===== config.mk =====
export PLATFORM = sky130hd
export DESIGN_NAME = imem_uart_loader
export DESIGN_NICKNAME = d
export VERILOG_FILES = /design/src/rtl/imem_uart_loader.sv
export SDC_FILE = /design/constraint.sdc
export NUM_CORES = 1
export LEC_CHECK = 0
export BUFFER_PORTS_ARGS = -buffer_cell sky130_fd_sc_hd__buf_2
export CAP_MARGIN = 25
export CORE_MARGIN = 1.5
export CORE_UTILIZATION = 55
export CTS_CLUSTER_DIAMETER = 40
export DETAILED_ROUTE_END_ITERATION = 6
export PLACE_DENSITY_LB_ADDON = 0.1
export SLEW_MARGIN = 20
export SYNTH_ARGS = -nofsm -noshare
export SYNTH_HDL_FRONTEND = slang
export SYNTH_SLANG_ARGS = --single-unit

===== constraint.sdc =====
create_clock -name clk -period 3.4 [get_ports clk]
set_clock_uncertainty 0.15 [all_clocks]
set_input_delay 0 -clock clk [delete_from_list [all_inputs] [get_ports clk]]
set_output_delay 0 -clock clk [all_outputs]
set_load 0.01 [all_outputs]

===== src/rtl/imem_uart_loader.sv =====
// UART boot loader: receives a framed program image byte-by-byte and writes it
// into instruction memory, holding the CPU in reset until a good image is loaded.
module imem_uart_loader #(
    parameter int          ADDR_WIDTH = 7,
    parameter int          TIMEOUT    = 50000000,
    parameter logic [7:0]  HEADER     = 8'hA5
) (
    input  logic                  clk,
    input  logic                  reset,
    input  logic [7:0]            rx_data,
    input  logic                  rx_valid,
    output logic                  imem_we,
    output logic [ADDR_WIDTH-1:0] imem_waddr,
    output logic [31:0]           imem_wdata,
    output logic                  cpu_hold,
    output logic                  load_busy,
    output logic                  load_done,
    output logic                  load_err,
    output logic [ADDR_WIDTH:0]   words_loaded
);

    localparam int CNTW = ADDR_WIDTH + 1;
    localparam int CW   = (CNTW > 8) ? CNTW : 8;
    localparam int TW   = $clog2(TIMEOUT + 1);
    localparam logic [CW-1:0] MAX_WORDS = CW'(1) << ADDR_WIDTH;

    typedef enum logic [1:0] {IDLE, GET_CNT, GET_DATA, GET_CSUM} state_t;

    state_t                state_reg;
    logic [1:0]            byte_idx_reg;
    logic [23:0]           word_reg;
    logic [CNTW-1:0]       cnt_reg;
    logic [ADDR_WIDTH-1:0] waddr_reg;
    logic [7:0]            csum_reg;
    logic [TW-1:0]         tmo_reg;

    logic [CW-1:0] rx_count;
    logic          timeout_hit;
    logic [7:0]    csum_next;

    assign rx_count    = CW'(rx_data);
    assign csum_next   = csum_reg ^ rx_data;
    assign timeout_hit = (state_reg != IDLE) && !rx_valid && (tmo_reg == TW'(TIMEOUT - 1));

    always_ff @(posedge clk) begin
        if (reset) begin
            state_reg    <= IDLE;
            byte_idx_reg <= '0;
            word_reg     <= '0;
            cnt_reg      <= '0;
            waddr_reg    <= '0;
            csum_reg     <= '0;
            tmo_reg      <= '0;
            imem_we      <= 1'b0;
            imem_waddr   <= '0;
            imem_wdata   <= '0;
            cpu_hold     <= 1'b0;
            load_busy    <= 1'b0;
            load_done    <= 1'b0;
            load_err     <= 1'b0;
            words_loaded <= '0;
        end else begin
            imem_we   <= 1'b0;
            load_done <= 1'b0;

            // Inter-byte watchdog only runs while a frame is open.
            if (rx_valid || state_reg == IDLE)
                tmo_reg <= '0;
            else
                tmo_reg <= tmo_reg + 1'b1;

            if (timeout_hit) begin
                load_err  <= 1'b1;
                load_busy <= 1'b0;
                state_reg <= IDLE;
            end else if (rx_valid) begin
                case (state_reg)
                    IDLE: begin
                        if (rx_data == HEADER) begin
                            cpu_hold     <= 1'b1;
                            load_busy    <= 1'b1;
                            load_err     <= 1'b0;
                            words_loaded <= '0;
                            csum_reg     <= '0;
                            state_reg    <= GET_CNT;
                        end
                    end
                    GET_CNT: begin
                        if (rx_count == '0 || rx_count > MAX_WORDS) begin
                            load_err  <= 1'b1;
                            load_busy <= 1'b0;
                            state_reg <= IDLE;
                        end else begin
                            cnt_reg      <= CNTW'(rx_data);
                            waddr_reg    <= '0;
                            byte_idx_reg <= '0;
                            state_reg    <= GET_DATA;
                        end
                    end
                    GET_DATA: begin
                        csum_reg     <= csum_next;
                        byte_idx_reg <= byte_idx_reg + 1'b1;
                        case (byte_idx_reg)
                            2'd0: word_reg[7:0]   <= rx_data;
                            2'd1: word_reg[15:8]  <= rx_data;
                            2'd2: word_reg[23:16] <= rx_data;
                            default: begin
                                // Fourth byte completes the word; write it next cycle.
                                imem_we      <= 1'b1;
                                imem_waddr   <= waddr_reg;
                                imem_wdata   <= {rx_data, word_reg};
                                waddr_reg    <= waddr_reg + 1'b1;
                                words_loaded <= words_loaded + 1'b1;
                                if (words_loaded + 1'b1 == cnt_reg)
                                    state_reg <= GET_CSUM;
                            end
                        endcase
                    end
                    GET_CSUM: begin
                        load_busy <= 1'b0;
                        state_reg <= IDLE;
                        if (rx_data == csum_reg) begin
                            cpu_hold  <= 1'b0;
                            load_done <= 1'b1;
                        end else begin
                            load_err <= 1'b1;
                        end
                    end
                    default: state_reg <= IDLE;
                endcase
            end
        end
    end

endmodule

==> flow_metrics.py, run 1 <==
metrics = {
    "timing": {
        "timing.fmax_mhz": 379,
        "setup_slack_ns": 0.761,
        "final-setup-viol-count": 0,
        "finalHoldViolCount": 0,
        "max_slew.worst_pin.slew_ns": 0.898,
        "maxSlewViolCount": 0,
        "fin_crit_sh_pct": 77.6,
        "layout_min_cycle_time_ns": 2.64,
        "slew_headroom_pct": 39.6,
        "fin_tns_setup_ns": 0,
        "rsz0062_at_grt": "false",
    },
    "worst_setup_path": {
        "path_cells": "ha_1 > and3b_1 > o2bb2ai_1 > o21ai_0 > o2111ai_1 > a2111o_1 > a311oi_1",
        "crit_start": "words_loaded[0]",
        "r2r_start": "words_loaded[0]",
        "start_kind": "register",
        "crit_fanout": 12,
        "slowest_stage": "dfxtp_1",
        "slowest_delay_ns": 0.49,
        "r2r_slack_ns": 0.76,
        "crit_required_ns": 3.69,
        "cp-end-kind": "register",
        "crit_type": "register to register",
        "rr_worst_depth": 7,
        "worstPathArrival_ns": 2.93,
    },
    "pwr": {
        "ir_worst_vdd_mv": 0.411,
        "leakage_uw": 0.00235,
        "switching_share_pct": 21.2,
        "seq_power_share_pct": 47.0,
        "share_comb_of_total_power_pct": 2.2,
        "p_per_area_mw_per_mm2": 490,
        "p_int_uw": 2540,
        "p_switching_uw": 683,
        "clock_power_share_pct": 50.9,
    },
    "drt": {
        "drc_errors": 0,
        "num_vias": 4993,
        "via_per_inst": 5.62,
        "wl_um": 13300,
        "wl_per_cell_um": 15.0,
        "drt_iter0_markers": 246,
        "drt_first_pass_iters": 5,
        "ant_nets": 0,
    },
    "global_routing": {
        "grt_pass1_vias": 4822,
        "grt_overflow_total": 0,
        "grt_usage_pct": 25.5,
        "grt_pass1_wl_um": 22300,
        "antenna_found_initial": 0,
        "grt_max_degree": 64,
    },
    "cells_and_area": {
        "largest_reg_flops": 32,
        "nets": 765,
        "area_delta_synth_final_pct": 17.1,
        "fin_cells": 889,
        "layout_commonest_cell": "dfxtp_1",
        "diodes": 0,
        "drive_above_1_share_pct": 13.1,
        "layout_common_cells": "dfxtp_1, nand2_1, a21oi_1",
    },
    "logic_synthesis": {
        "ys.flop_type": "dfxtp_1",
        "avgSynthCellArea_um2": 8.07,
        "ys_seq_elements": 129,
        "synth_edf_count": 0,
        "yosysUniqueCellTypes": 51,
        "netlist_area_mm2": 0.00561,
        "synthArstFlopShare_pct": 0,
        "synth_cells": 695,
        "syn_nets": 717,
        "ys_warn_count": 0,
        "seq_area_frac_synth_pct": 46.0,
    },
    "floorplanning": {
        "ios": 63,
        "dieArea_mm2": 0.0108,
        "die_w_um": 104,
        "start_util_pct": 57.1,
        "row_count": 36,
        "core-area_mm2": 0.00982,
        "die_y_um": 104,
    },
    "placement": {
        "port_buffers": 62,
        "dp_cells": 847,
        "dp_slack_ns": 0.804,
        "dp_hpwl_um": 8620,
        "gp_congestion": 0.894,
    },
    "clock_network": {
        "clk_latency_ns": 0.53,
        "cts_root_buf": "clkbuf_8",
        "h-tree-depth": 4,
        "clk_pin_slew_worst_paths_ns": 0.06,
        "clockBufferDepth": 2,
        "cts_tree": "done",
        "cts_made_buffers": 17,
        "cts.sinks": 129,
    },
    "worst_hold_path": {
        "hp-class": "input pin to register",
    },
    "job": {
        "drv_cap": 0,
    },
    "run_status": {
        "status": "finished, final reports clean",
    },
}
through the flow:
step	instance area [um^2]	hold slack [ns]	total power (uW)	util [%]
after global placement	5930	0.203	1600	60.4
after detailed placement	5930	0.216	1610	60.4
final	6570	0.236	3220	66.9
after CTS	6570	0.194	3260	66.9
after global routing	6570	0.232	3330	66.9
after floorplan	5610	0.142	1590	-
worst max-delay path, delay by kind of cell, from the launching register on:
family / cells / cell delay [ns]
flops: 1 / 0.49
compound gates: 5 / 1.22
fa+ha+maj: 1 / 0.48
simple gates: 1 / 0.23
cells by family after synthesis:
kind of cell    Yosys count  synth area share (%)
compound gates          144                  14.5
flops                   129                  46.0
xor+xnor                 43                  6.71
mux                       4                 0.714
simple gates            306                  25.5
fa+ha+maj                11                  2.45
buf+inv                  58                  4.13
synth_stat cells, types with 2 or more instances:
cell	n	area [um^2]
and4_1	4	35.0
nor3_1	4	20.0
mux2i_1	4	40.0
xor2_1	18	158
inv_1	11	41.3
buf_2	2	10.0
nand4_1	11	68.8
a21oi_1	94	470
nor2b_1	6	37.5
and3_1	4	25.0
o21ai_0	25	125
or3_1	11	68.8
and2_1	4	25.0
nand3_1	52	260
nand3b_1	10	75.1
o211ai_1	2	15.0
nand2b_1	2	12.5
o21bai_1	2	15.0
nand2_1	127	477
nor4b_1	6	52.6
xnor2_1	25	219
ha_1	11	138
clkbuf_1	42	158
nor2_1	57	214
dfxtp_1	129	2580
a211oi_1	2	15.0
o21ai_1	3	15.0
nor4_1	4	25.0
power groups by stage:
| stage | combinational, uW | clock (uW) | sequential (uW) |
|---|---|---|---|
| after floorplan | 42.2 | 0 | 1550 |
| after global placement | 59.4 | 0 | 1550 |
| after detailed placement | 60.5 | 0 | 1550 |
| after CTS | 69.5 | 1680 | 1510 |
| after global routing | 75.6 | 1740 | 1510 |
| final | 69.7 | 1640 | 1510 |
cell type report:
type	instances	area, um^2
well taps	133	166
repair buffers	76	440
fillers	866	3250
multi-input cells	508	2800
clock inverters	9	83.8
inverters	11	41.3
flip-flops and latches	129	2580
clock buffers	23	457
what timing repair did:
action,4_1_cts,5_1_grt
resized for setup,0,0
hold buffers,10,0
setup buffers,0,0
hold endpoints to repair,73,0
metal layers:
| metal | up-vias | wire length (um) | track usage, % |
|---|---|---|---|
| li1 | 2469 | - | - |
| met1 | 2384 | 6040 | 31.3 |
| met2 | 122 | 6400 | 42.5 |
| met3 | 18 | 688 | 7.52 |
| met4 | 0 | 184 | 9.13 |
| met5 | - | 0 | 0 |
worst min-delay path by stage:
stage / startpoint / slack (ns) / to / cells past startpoint
4_1_cts: rx_data[1] / 0.19 / word_reg[9] / 4
3_5_place_dp: rx_data[1] / 0.22 / word_reg[9] / 3
2_1_floorplan: rx_data[1] / 0.14 / imem_wdata[25] / 3
6_report: rx_data[1] / 0.24 / word_reg[9] / 4
3_3_place_gp: rx_data[3] / 0.20 / word_reg[19] / 3
5_1_grt: rx_data[4] / 0.23 / imem_wdata[28] / 4
(Power assumes the default switching activity.)
==> run 2: changes to the inputs <==
clock period = 2.71 ns   (was 3.4 ns; I/O delays follow)
==> flow_metrics.py, run 2 (synthesized netlist as in run 1, its figures left out) <==
metrics = {
    "placement": {
        "gp_congestion": 0.924,
        "dpl_cell_area_mm2": 0.00599,
        "port_buffers": 62,
        "dp_hpwl_um": 8790,
        "dp_cells": 855,
        "dp_slack_ns": 0.161,
    },
    "timing": {
        "fin_crit_sh_pct": 91.4,
        "fin_tns_setup_ns": 0,
        "rsz0062_at_grt": "false",
        "layout_min_cycle_time_ns": 2.48,
        "final-setup-viol-count": 0,
        "setup_slack_ns": 0.233,
        "finalHoldViolCount": 0,
        "slew_headroom_pct": 43.9,
        "timing.fmax_mhz": 404,
        "max_slew.worst_pin.slew_ns": 0.841,
        "maxSlewViolCount": 0,
    },
    "clock_network": {
        "clk_pin_slew_worst_paths_ns": 0.06,
        "cts.sinks": 129,
        "cts_tree": "done",
        "clockBufferDepth": 2,
        "clk_latency_ns": 0.52,
        "h-tree-depth": 4,
        "cts_made_buffers": 17,
        "cts_root_buf": "clkbuf_8",
    },
    "run_status": {
        "status": "finished, final reports clean",
    },
    "pwr": {
        "seq_power_share_pct": 43.8,
        "leakage_uw": 0.00241,
        "p_int_uw": 3450,
        "p_per_area_mw_per_mm2": 646,
        "share_comb_of_total_power_pct": 2.2,
        "clock_power_share_pct": 54.0,
        "p_switching_uw": 887,
        "ir_worst_vdd_mv": 0.543,
        "switching_share_pct": 20.5,
    },
    "cells_and_area": {
        "nets": 773,
        "fin_cells": 896,
        "layout_commonest_cell": "dfxtp_1",
        "drive_above_1_share_pct": 14.4,
        "area_delta_synth_final_pct": 19.5,
        "final_area_mm2": 0.00670,
        "final_util_pct": 68.3,
        "diodes": 0,
        "n_fill_cell": 827,
        "layout_common_cells": "dfxtp_1, nand2_1, a21oi_1",
        "largest_reg_flops": 32,
    },
    "worst_setup_path": {
        "cp-end-kind": "register",
        "crit_required_ns": 3.00,
        "start_kind": "register",
        "crit_start": "words_loaded[2]",
        "crit_type": "register to register",
        "worstPathArrival_ns": 2.76,
        "r2r_start": "words_loaded[2]",
        "worst-path-buf-inv": 0,
        "path_cells": "nand3_1 > or3_1 > a211oi_1 > o2111ai_1 > a2111o_1 > a311oi_1",
        "slowest_stage": "dfxtp_1",
        "slowest_delay_ns": 0.54,
        "critPathTopFamily": "compound AO/OA/AOI/OAI gates",
        "crit_fanout": 12,
    },
    "drt": {
        "drt_iter0_markers": 325,
        "wl_per_cell_um": 15.2,
        "ant_nets": 0,
        "via_per_inst": 5.68,
        "num_vias": 5092,
        "wl_um": 13600,
        "drc_errors": 0,
        "drt_first_pass_iters": 5,
    },
    "floorplanning": {
        "core-area_mm2": 0.00982,
        "dieArea_mm2": 0.0108,
        "die_y_um": 104,
        "start_util_pct": 57.1,
        "ios": 63,
        "row_count": 36,
        "die_w_um": 104,
    },
    "global_routing": {
        "grt_pass1_vias": 4813,
        "grt_usage_pct": 26.2,
        "antenna_found_initial": 0,
        "grt_pass1_wl_um": 23200,
        "grt_overflow_total": 0,
        "grt_max_degree": 61,
    },
    "worst_hold_path": {
        "hp-start": "rx_data[1]",
        "hp-class": "input pin to register",
    },
    "job": {
        "drv_cap": 0,
    },
}
-- run 2: per-layer routing --
metal / GRT usage [%] / routed length, um
met1: 34.2 / 6180
met2: 42.2 / 6360
met3: 6.27 / 786
met4: 9.62 / 289
met5: 0 / 0
-- run 2: stage by stage --
step	hold WS, ns	power, uW
3_5_place_dp	0.219	2020
3_3_place_gp	0.202	2020
5_1_grt	0.248	4450
2_1_floorplan	0.142	1990
6_report	0.254	4330
4_1_cts	0.217	4360
-- run 2: worst register-to-register path, delay by kind of cell (launching register included) --
family,cells,cell delay (ns)
AO/OA/AOI/OAI,4,1.08
flip-flops,1,0.54
AND/OR/NAND/NOR,2,0.61
-- run 2: power groups by stage --
stage | combinational [uW] | sequential [uW] | clock, uW
detailed placement | 80.9 | 1940 | 0
global route | 99.1 | 1900 | 2450
floorplan | 52.9 | 1940 | 0
global placement | 79.6 | 1940 | 0
CTS | 92.3 | 1900 | 2370
finish | 93.8 | 1900 | 2340
-- run 2: area by class of cell --
type                    count  area (um^2)  share of cell area (%)
multi-input cells         508         2800                    41.8
flip-flops and latches    129         2580                    38.5
repair buffers             84          500                    7.47
clock buffers              23          487                    7.26
well taps                 133          166                    2.48
clock inverters             8          126                    1.89
inverters                  11         41.3                   0.616
-- run 2: repair_timing --
action,in CTS,in global routing
hold buffers,10,0
endpoints found under the setup margin,0,1
resized for setup,0,1
hold endpoints to repair,70,0
setup buffers,0,0
-- run 2: final timing paths --
path | endpoint | cells past startpoint | slack (ns)
worst max-delay path | register | 6 | 0.23
worst min-delay path | word_reg[9] | 4 | 0.25
worst max register to register | register | 6 | 0.23
worst min register to register | tmo_reg[0] | 1 | 0.29
==> run 3: changes to the inputs <==
CELL_PAD_IN_SITES_DETAIL_PLACEMENT = 1   (was default)
CELL_PAD_IN_SITES_GLOBAL_PLACEMENT = 1   (was default)
CORE_UTILIZATION = 43   (was 55)
==> flow_metrics.py, run 3 (synthesized netlist as in run 1, its figures left out) <==
metrics = {
    "run_status": {
        "status": "finished, final reports clean",
    },
    "drt": {
        "wl_um": 15700,
        "drt_iter0_markers": 275,
        "drc_errors": 0,
        "drt_first_pass_iters": 4,
        "ant_nets": 0,
        "num_vias": 5024,
        "wl_per_cell_um": 16.7,
        "via_per_inst": 5.35,
    },
    "clock_network": {
        "h-tree-depth": 4,
        "clockBufferDepth": 2,
        "cts_tree": "done",
        "cts.sinks": 129,
        "clk_latency_ns": 0.42,
        "cts_made_buffers": 17,
        "clk_pin_slew_worst_paths_ns": 0.05,
        "cts_root_buf": "clkbuf_16",
    },
    "pwr": {
        "ir_worst_vdd_mv": 0.406,
        "leakage_uw": 0.00241,
        "p_per_area_mw_per_mm2": 621,
    },
    "cells_and_area": {
        "nets": 776,
        "largest_reg_flops": 32,
        "diodes": 0,
        "fin_cells": 939,
        "final_util_pct": 53.1,
        "area_delta_synth_final_pct": 20.0,
        "layout_commonest_cell": "dfxtp_1",
        "layout_common_cells": "dfxtp_1, nand2_1, a21oi_1",
        "drive_above_1_share_pct": 14.9,
    },
    "timing": {
        "final-setup-viol-count": 0,
        "layout_min_cycle_time_ns": 2.51,
        "fin_crit_sh_pct": 92.7,
        "slew_headroom_pct": 39.4,
        "timing.fmax_mhz": 398,
        "max_slew.worst_pin.slew_ns": 0.908,
        "maxSlewViolCount": 0,
        "rsz0062_at_grt": "false",
        "fin_tns_setup_ns": 0,
        "finalHoldViolCount": 0,
    },
    "placement": {
        "dp_cells": 897,
        "dp_hpwl_um": 10500,
        "port_buffers": 62,
        "gp_congestion": 0.854,
    },
    "worst_setup_path": {
        "cp-end-kind": "register",
        "crit_type": "input pin to register",
        "crit_required_ns": 2.89,
        "crit_start": "rx_data[1]",
        "rr_worst_depth": 6,
        "start_kind": "input pin",
        "worstPathArrival_ns": 2.70,
        "r2r_start": "words_loaded[3]",
        "crit_fanout": 10,
    },
    "floorplanning": {
        "ios": 63,
        "start_util_pct": 44.3,
        "row_count": 41,
        "die_y_um": 117,
        "die_w_um": 117,
        "core-area_mm2": 0.0127,
        "dieArea_mm2": 0.0137,
    },
    "global_routing": {
        "grt_overflow_total": 0,
        "antenna_found_initial": 0,
        "grt_pass1_vias": 5155,
        "grt_usage_pct": 24.5,
        "grt_max_degree": 76,
        "grt_pass1_wl_um": 25900,
    },
    "worst_hold_path": {
        "hp-start": "imem_wdata[17]",
        "hp-class": "register to register",
        "holdPathStages": 2,
    },
    "job": {
        "drv_cap": 0,
    },
}
==> run 3: cell count changes in the layout (fill, tap and decap cells not counted) <==
cell       previous run  this run
clkbuf_1              1         2
bufinv_16             3         1
clkbuf_16            16        17
buf_4                12        15
clkinv_2              1         4
dfxtp_1             129       128
clkbuf_8              6         4
dfxtp_2               0         1
==> run 3: power by group <==
group          switching, uW  internal, uW  total (uW)
registers              0.401          1900        1900
clock network            832          1350        2180
logic                   68.0          31.0        99.0
total                    901          3280        4180
==> run 3: final cells by class <==
class / count / area, um^2
Sequential cell: 129 / 2580
Multi-Input combinational cell: 508 / 2800
Clock inverter: 9 / 81.3
Clock buffer: 23 / 488
Inverter: 11 / 41.3
Timing Repair Buffer: 87 / 523
Fill cell: 1597 / 5940
Tap cell: 172 / 215
==> run 3: final timing paths <==
kind	end	slack, ns
max	words_loaded[7]	0.20
min	imem_wdata[17]	0.30
max reg2reg	register	0.20
min reg2reg	imem_wdata[17]	0.30
==> run 3: metrics by stage <==
| stage | instance area, um^2 | hold WS [ns] | setup WS, ns | total power (uW) |
|---|---|---|---|---|
| floorplan | 5610 | 0.142 | 0.360 | 1990 |
| global placement | 6060 | 0.241 | 0.288 | 2030 |
| detailed placement | 6060 | 0.254 | 0.0932 | 2030 |
| CTS | 6730 | 0.298 | 0.110 | 4210 |
| global route | 6730 | 0.319 | 0.0245 | 4320 |
| finish | 6730 | 0.301 | 0.197 | 4180 |
==> run 3: what timing repair did <==
item,4_1_cts,5_1_grt
setup endpoints to repair,0,1
hold endpoints to repair,60,0
gates resized for setup,0,2
hold buffers,10,0
setup buffers,0,0
==> run 3: layer usage <==
layer	vias to the layer above	global-route usage (%)	part of all wire, %
met1	2449	31.1	47
li1	2482	-	-
met3	18	6.69	3.6
met4	0	5.62	1.0
met5	-	0	0
met2	75	41.5	48
==> run 3: worst max-delay path, stage by stage <==
cell           delay, ns
dlygate4sd3_1       0.54
buf_2               0.15
or4_4               0.57
o21ai_1             0.43
nand3_1             0.41
or3_1               0.45
a21oi_1             0.15
